### config.mk
export PLATFORM = sky130hd
export DESIGN_NAME = if_id_queue
export DESIGN_NICKNAME = d
export VERILOG_FILES = /design/src/rtl/if_id_queue.sv
export SDC_FILE = /design/constraint.sdc
export NUM_CORES = 1
export LEC_CHECK = 0
export CORE_MARGIN = 3
export CORE_UTILIZATION = 55
export CTS_CLUSTER_SIZE = 20
export DETAILED_ROUTE_END_ITERATION = 8
export GPL_TIMING_DRIVEN = 0
export PLACE_DENSITY_LB_ADDON = 0.15
export SYNTH_ARGS = -nofsm -noshare
export SYNTH_HDL_FRONTEND = slang
export SYNTH_SLANG_ARGS = --single-unit
### constraint.sdc
create_clock -name clk -period 3.9 [get_ports clk]
set_input_delay 0.975 -clock clk [delete_from_list [all_inputs] [get_ports clk]]
set_output_delay 0.975 -clock clk [all_outputs]
set_load 0.01 [all_outputs]
### src/rtl/if_id_queue.sv
// if_id_queue: IF/ID boundary buffer.
// A DEPTH-entry FIFO of {pc_plus4, instruction} pairs feeds a registered
// output stage that presents entries to decode. Fetch keeps pushing while
// decode stalls, so the queue absorbs stalls without freezing fetch.
// A flush (taken branch/jump) discards everything in a single cycle.
module if_id_queue #(
    parameter int                 DATA_W    = 32,
    parameter int                 PC_W      = 32,
    parameter int                 DEPTH     = 4,
    parameter logic [DATA_W-1:0]  NOP_INSTR = {DATA_W{1'b0}}
) (
    input  logic                       clk,
    input  logic                       reset,
    input  logic                       in_valid,
    output logic                       in_ready,
    input  logic [PC_W-1:0]            pc_plus4_in,
    input  logic [DATA_W-1:0]          instruction_in,
    input  logic                       hazard_in,
    input  logic                       flush,
    output logic                       out_valid,
    output logic [DATA_W-1:0]          instruction_out,
    output logic [PC_W-1:0]            pc_plus4_out,
    output logic [$clog2(DEPTH):0]     fifo_count
);

    localparam int ADDR_W = $clog2(DEPTH);
    localparam int CNT_W  = ADDR_W + 1;
    localparam logic [CNT_W-1:0] DEPTH_CNT = CNT_W'(DEPTH);

    // Queue storage; contents are only meaningful where count says so,
    // so it is never cleared.
    logic [DATA_W-1:0] instr_mem [DEPTH];
    logic [PC_W-1:0]   pc_mem    [DEPTH];

    logic [ADDR_W-1:0] rd_ptr;
    logic [ADDR_W-1:0] wr_ptr;
    logic [CNT_W-1:0]  count;

    logic push_req;
    logic adv;
    logic queue_empty;
    logic pop;
    logic bypass;
    logic push;

    // in_ready depends only on the registered count so fetch never sees a
    // combinational path from decode-side stall or flush.
    assign in_ready    = (count < DEPTH_CNT);
    assign push_req    = in_valid & in_ready;
    assign adv         = ~hazard_in & ~flush;
    assign queue_empty = (count == '0);

    // The output stage takes the queue head first; only when the queue is
    // empty can a fresh fetch skip straight to the output stage.
    assign pop    = adv & ~queue_empty;
    assign bypass = adv & queue_empty & push_req;

    // An entry accepted in a flush cycle is dropped along with the queue.
    assign push   = push_req & ~bypass & ~flush;

    assign fifo_count = count;

    // Occupancy and pointers; full/empty decisions come from count alone.
    always_ff @(posedge clk or posedge reset) begin
        if (reset) begin
            count  <= '0;
            rd_ptr <= '0;
            wr_ptr <= '0;
        end else if (flush) begin
            count  <= '0;
            rd_ptr <= '0;
            wr_ptr <= '0;
        end else begin
            if (push) begin
                wr_ptr <= wr_ptr + ADDR_W'(1);
            end
            if (pop) begin
                rd_ptr <= rd_ptr + ADDR_W'(1);
            end
            case ({push, pop})
                2'b10:   count <= count + CNT_W'(1);
                2'b01:   count <= count - CNT_W'(1);
                default: count <= count;
            endcase
        end
    end

    // Queue write port.
    always_ff @(posedge clk) begin
        if (push) begin
            instr_mem[wr_ptr] <= instruction_in;
            pc_mem[wr_ptr]    <= pc_plus4_in;
        end
    end

    // Output stage: bubble on flush, hold on stall, otherwise load the
    // queue head, the bypassed input, or a bubble in that order.
    always_ff @(posedge clk or posedge reset) begin
        if (reset) begin
            out_valid       <= 1'b0;
            instruction_out <= NOP_INSTR;
            pc_plus4_out    <= '0;
        end else if (flush) begin
            out_valid       <= 1'b0;
            instruction_out <= NOP_INSTR;
            pc_plus4_out    <= '0;
        end else if (adv) begin
            if (pop) begin
                out_valid       <= 1'b1;
                instruction_out <= instr_mem[rd_ptr];
                pc_plus4_out    <= pc_mem[rd_ptr];
            end else if (bypass) begin
                out_valid       <= 1'b1;
                instruction_out <= instruction_in;
                pc_plus4_out    <= pc_plus4_in;
            end else begin
                out_valid       <= 1'b0;
                instruction_out <= NOP_INSTR;
                pc_plus4_out    <= '0;
            end
        end
    end

endmodule

-- Word-level counts from Yosys, hierarchy flattened
Memories as Yosys holds them, arrays and structs flattened.
Index checks and enable logic that the tools add are counted.
- register bits after elaboration: 72
- bits in writable memories: 256
- input port bits: 69
- output and inout bits: 69
- memories kept: 2
- add/sub/neg operators: 4
- magnitude comparators: 1
- equal/unequal tests: 2
- multiplexer cells: 20
- bitwise logic cells: 11
- reduce and logical (&&, ||, !) cells: 5
- memories (name ; depth ; bits a word ; read ports ; clocked after memory_dff ; wr ports ; line ; RTL):
    instr_mem ; 4 ; 32 ; 1 ; 0 ; 1 ; 32 ; logic [DATA_W-1:0] instr_mem [DEPTH];
    pc_mem ; 4 ; 32 ; 1 ; 0 ; 1 ; 33 ; logic [PC_W-1:0] pc_mem [DEPTH];
- operators with widths (operator ; count):
    32-bit two-way mux ; 8
    2-bit two-way mux ; 4
    1-bit bitwise AND ; 7
    1-bit two-way mux ; 6
    3-bit one-hot mux with 2 select lines ; 1
    2-bit nonzero test ; 3
    2-bit by 1-bit adder with 2-bit output, second input constant ; 2
    1-bit inverter ; 4
    3-bit by 1-bit adder with 3-bit output, second input constant ; 1
    3-bit zero test ; 1
    3-bit less-than comparator, second input constant ; 1
    3-bit two-way mux ; 1
    3-bit nonzero test ; 1
    3-bit by 1-bit subtractor with 3-bit output, second input constant ; 1
    2-bit by 1-bit equality test with 1-bit output, second input constant ; 1
    2-bit equality test, second input constant ; 1

-- Longest topological paths before layout
- depth after elaboration: 10
- gate-level depth with buffers: 7

-- Worst setup path before layout
No wires, ideal clock.
- kind: input to register
- from: in flush
- to: mem instr_mem[0][0], enable pin
- arrival time: 2.973 ns
- slack: 0.499 ns
- stages on the path: 3
- cells stage by stage: clkbuf_1 nor3_1 and2_1
- word-level cells in the longest chain between the ends: 9
- RTL lines (what ; line ; RTL):
    start: declaration ; 19 ; input logic flush,
    1-bit inverter (*) ; 50, 59 ;
    1-bit bitwise AND ; 50 ; assign adv = ~hazard_in & ~flush;
    1-bit bitwise AND (2 in series) ; 56 ; assign bypass = adv & queue_empty & push_req;
    1-bit inverter ; 59 ; assign push = push_req & ~bypass & ~flush;
    1-bit bitwise AND ; 59 ;
    1-bit bitwise AND (*) ; 59 ;
    1-bit two-way mux (*) ; 90 ; if (push) begin
    1-bit two-way mux (not written as such) (*) ; 91 ; instr_mem[wr_ptr] <= instruction_in;
    end: declaration ; 32 ;
Every way passes the cells marked *; elsewhere a longest branch is shown, timed or not.

-- Worst setup path after layout
- from: in hazard_in
- to: reg count[1] (netlist: fifo_count[1])
- word-level cells in the longest chain between the ends: 10
- elaborated cells on any way between the ends: 13
- classes of those cells: eq/ne: 2; mux: 2; bitwise: 8; reduce/logical: 1
- RTL lines (what ; line ; RTL):
    start: declaration ; 18 ; input logic hazard_in,
    1-bit inverter (*) ; 50 ;
    1-bit bitwise AND (*) ; 50 ;
    1-bit bitwise AND (2 in series) ; 56 ;
    1-bit inverter ; 59 ;
    1-bit bitwise AND (2 in series) ; 59 ;
    2-bit by 1-bit equality test with 1-bit output or 2-bit equality test (tied branches) ; 80 ; case ({push, pop})
    3-bit one-hot mux with 2 select lines ; 80 ;
    3-bit two-way mux ; 69 ; end else if (flush) begin
    end signal: assignment ; 81 ; 2'b10: count <= count + CNT_W'(1);
    end signal: assignment ; 82 ; 2'b01: count <= count - CNT_W'(1);
    end signal: assignment ; 83 ; default: count <= count;
    end: declaration ; 37 ; logic [CNT_W-1:0] count;
Marked as above.
A chain may end at the register's enable or synchronous reset.

==> flow_summary.ini <==
[timing]
tightest_slew_ns = 0.7841
slew_violations = 0
period_share_pct = 75.59
min_period_ns = 2.948
fmax_ghz = 0.3392
rsz0062_at_grt = no
clock_skew_ns = 0.01284
hold_violations = 0
slew_headroom_pct = 47.72
finalSetupViolations = 0

[layout]
ff_latch_area_mm2 = 0.009489
n_antenna_cell = 0
multi_input_area_mm2 = 0.002867
fill_cells = 1391
area_growth_pct = 23.25
finalNetCount = 872
layout-drive-gt1-share_pct = 16.99
utilization_pct = 70.16

[logic_synthesis]
synthMostInstantiatedCell = edfxtp_1
synth-edff-count = 256
synth_fp_nets = 694
synth_seq_cells = 328
synthFlopType = edfxtp_1
netlist.area_leader.share_pct = 60.93
netlist_top_cells_area = edfxtp_1 61%, dfrtp_1 14%, mux4_2 11%, a221o_1 5.1%, and3_1 3.2%
synth_area_per_cell_um2 = 20.35
ys_top_cells_by_count = 256 x edfxtp_1, 72 x dfrtp_1, 65 x and3_1
synth_seq_area_share_pct = 75.22
netlist_area_mm2 = 0.01262
ys_warn_count = 0
syn_inst = 620
synth_cell_type_count = 33
synth.largest_area_cell = edfxtp_1
synthArstFlopShare_pct = 21.95

[clocking]
hold_buffers = 0
cts-root-buf = clkbuf_16
clock_latency_ns = 0.50
tritoncts = yes
cts_buffers = 34
ctsResizeCount = 0
clkTransAtPathRegs_ns = 0.06
clockBufferDepth = 3
clock_sinks = 328
h-tree-depth = 2
cts_setup_buffers = 0

[setup_path]
startpoint_type = input pin
worstPathMaxFanout = 10
r2r_start = fifo_count[0]
r2r-end = fifo_count[1]
critPathKind = in2reg
rr_worst_depth = 7
cp.arrival_ns = 3.31
setup.worst_path.start = hazard_in
end_kind = flip-flop
ff2ff_setup_slack_ns = 1.34
worstPathRequired_ns = 4.26

[die]
chipHeight_um = 157.5
core_mm2 = 0.02216
fp.dieW_um = 157.5
fp-row-count = 54
die-area_mm2 = 0.02479
start_util_pct = 56.93
ios = 138

[route]
top_layer_used = met4
wl_met1_um = 11570
drc = 0
drtAntennaViolNets = 0
wl_um = 27320
drt_pass1_iterations = 5
wl_met2_um = 13730
viasPerCell = 6.262
met3_length_um = 1611
drt_iter0_markers = 429
post_drt_wl_per_cell_um = 24.75
via_count = 6913

[pwr]
p_leak_nw = 5.618
power_density_mw_per_mm2 = 494.9
pwr-share-comb_pct = 9.3
switching_share_pct = 21.42
vdd_drop_max_mv = 0.3531
p_int_mw = 6.046
power_mw = 7.695
p_sw_mw = 1.649
p_seq_share_pct = 51.3
clkPwrFrac_pct = 39.4

[grt]
grt_pass1_vias = 7475
grt_pass1_wl_um = 42580
grt_remaining_overflow = 0
grt_max_degree = 56
grt_usage_pct = 22.58
antenna_found_initial = 0

[placed_design]
numPortBuffers = 137
dp_hpwl_um = 16330
routabilityCongestion = 0.7427

[min_path]
worstHoldPathType = reg2reg
hp-start = instruction_out[10]
whs_path_depth = 1
holdPathEnd = instruction_out[10]

[outcome]
status = complete, no violations

[flow_run]
max_cap_viol_count = 0
## registers in the layout (all words and copies together), names as in the netlist
signal,cells
pc_mem,128
instruction_out,32
pc_plus4_out,32
fifo_count,3
instr_mem,128
wr_ptr,2
out_valid,1
rd_ptr,2
## critical path: stages
cell	delay (ns)
clkdlybuf4s50_1	0.48
nor2_1	0.41
clkbuf_1	0.33
and3_1	0.23
fa_1	0.47
mux2i_1	0.17
o22a_1	0.16
a31oi_1	0.08
## worst max-delay path by stage
stage | endpoint | depth (start not counted) | slack (ns)
final | fifo_count[1] | 8 | 0.95
after global routing | fifo_count[1] | 8 | 0.85
after CTS | fifo_count[1] | 8 | 0.99
after detailed placement | fifo_count[1] | 8 | 0.49
after global placement | instr_mem[1][15] | 4 | -1.36
after floorplan | instr_mem[0][0] | 3 | 0.50
## power by group through the flow
stage / clock network, mW / registers [mW] / logic (mW)
floorplan: 0 / 4.03 / 0.342
global placement: 0 / 4.01 / 0.688
detailed placement: 0 / 4.01 / 0.720
CTS: 3.08 / 3.94 / 0.726
global route: 3.22 / 3.95 / 0.771
finish: 3.03 / 3.94 / 0.716
## through the flow
step                      setup TNS (ns)  instances  setup WS [ns]  hold WS [ns]  instance area (um2)
after floorplan                        0        620         0.4987        0.5513                12620
after global placement           -381.53       1037         -1.361        0.4938                14340
after detailed placement               0       1042         0.4869        0.4977                14490
after CTS                              0       1104         0.9900        0.5170                15550
after global routing                   0       1104         0.8536        0.5299                15550
final                                  0       1104         0.9520        0.5085                15550
## area by class of cell
class / count / area share, %
clock inverters: 13 / 0.3863
plain buffers: 45 / 1.642
multi-input cells: 243 / 18.44
well taps: 280 / 2.253
clock buffers: 49 / 6.438
flip-flops and latches: 328 / 61.03
inverters: 4 / 0.1127
repair buffers: 142 / 9.705
## cell usage in the layout (no fill, tap or decap), drive strengths merged, types with 3 or more instances in the layout
cell | Yosys | routed
o21ai | 4 | 4
a21oi | 3 | 3
clkbuf | 23 | 72
mux4 | 64 | 64
a221o | 64 | 64
and2 | 5 | 5
edfxtp | 256 | 256
clkdlybuf4s50 | 0 | 137
inv | 4 | 4
mux2i | 6 | 6
buf | 22 | 27
dfrtp | 72 | 72
nand2 | 3 | 3
ha | 4 | 4
nand2b | 3 | 3
and3 | 65 | 65
clkinv | 0 | 13
## cells by family (layout without fill, tap and decap cells)
logic type,after synthesis,after routing,share of synthesized area [%]
DFF,328,328,75.22
and+or+nand+nor,90,90,4.413
xor gates and xnor gates,1,1,0.06944
buffers and inverters,49,253,2.142
adders and majority gates,5,5,0.5554
AOI/OAI and AO/OA,77,77,5.703
muxes,70,70,11.90
## layer usage
metal  vias up  GRT usage (%)
li1       2966              -
met1      3669          32.35
met2       239          36.82
met3        39          4.289
met4         0          5.413
met5         -              0
No activity file was read; power rests on OpenSTA's default activity.
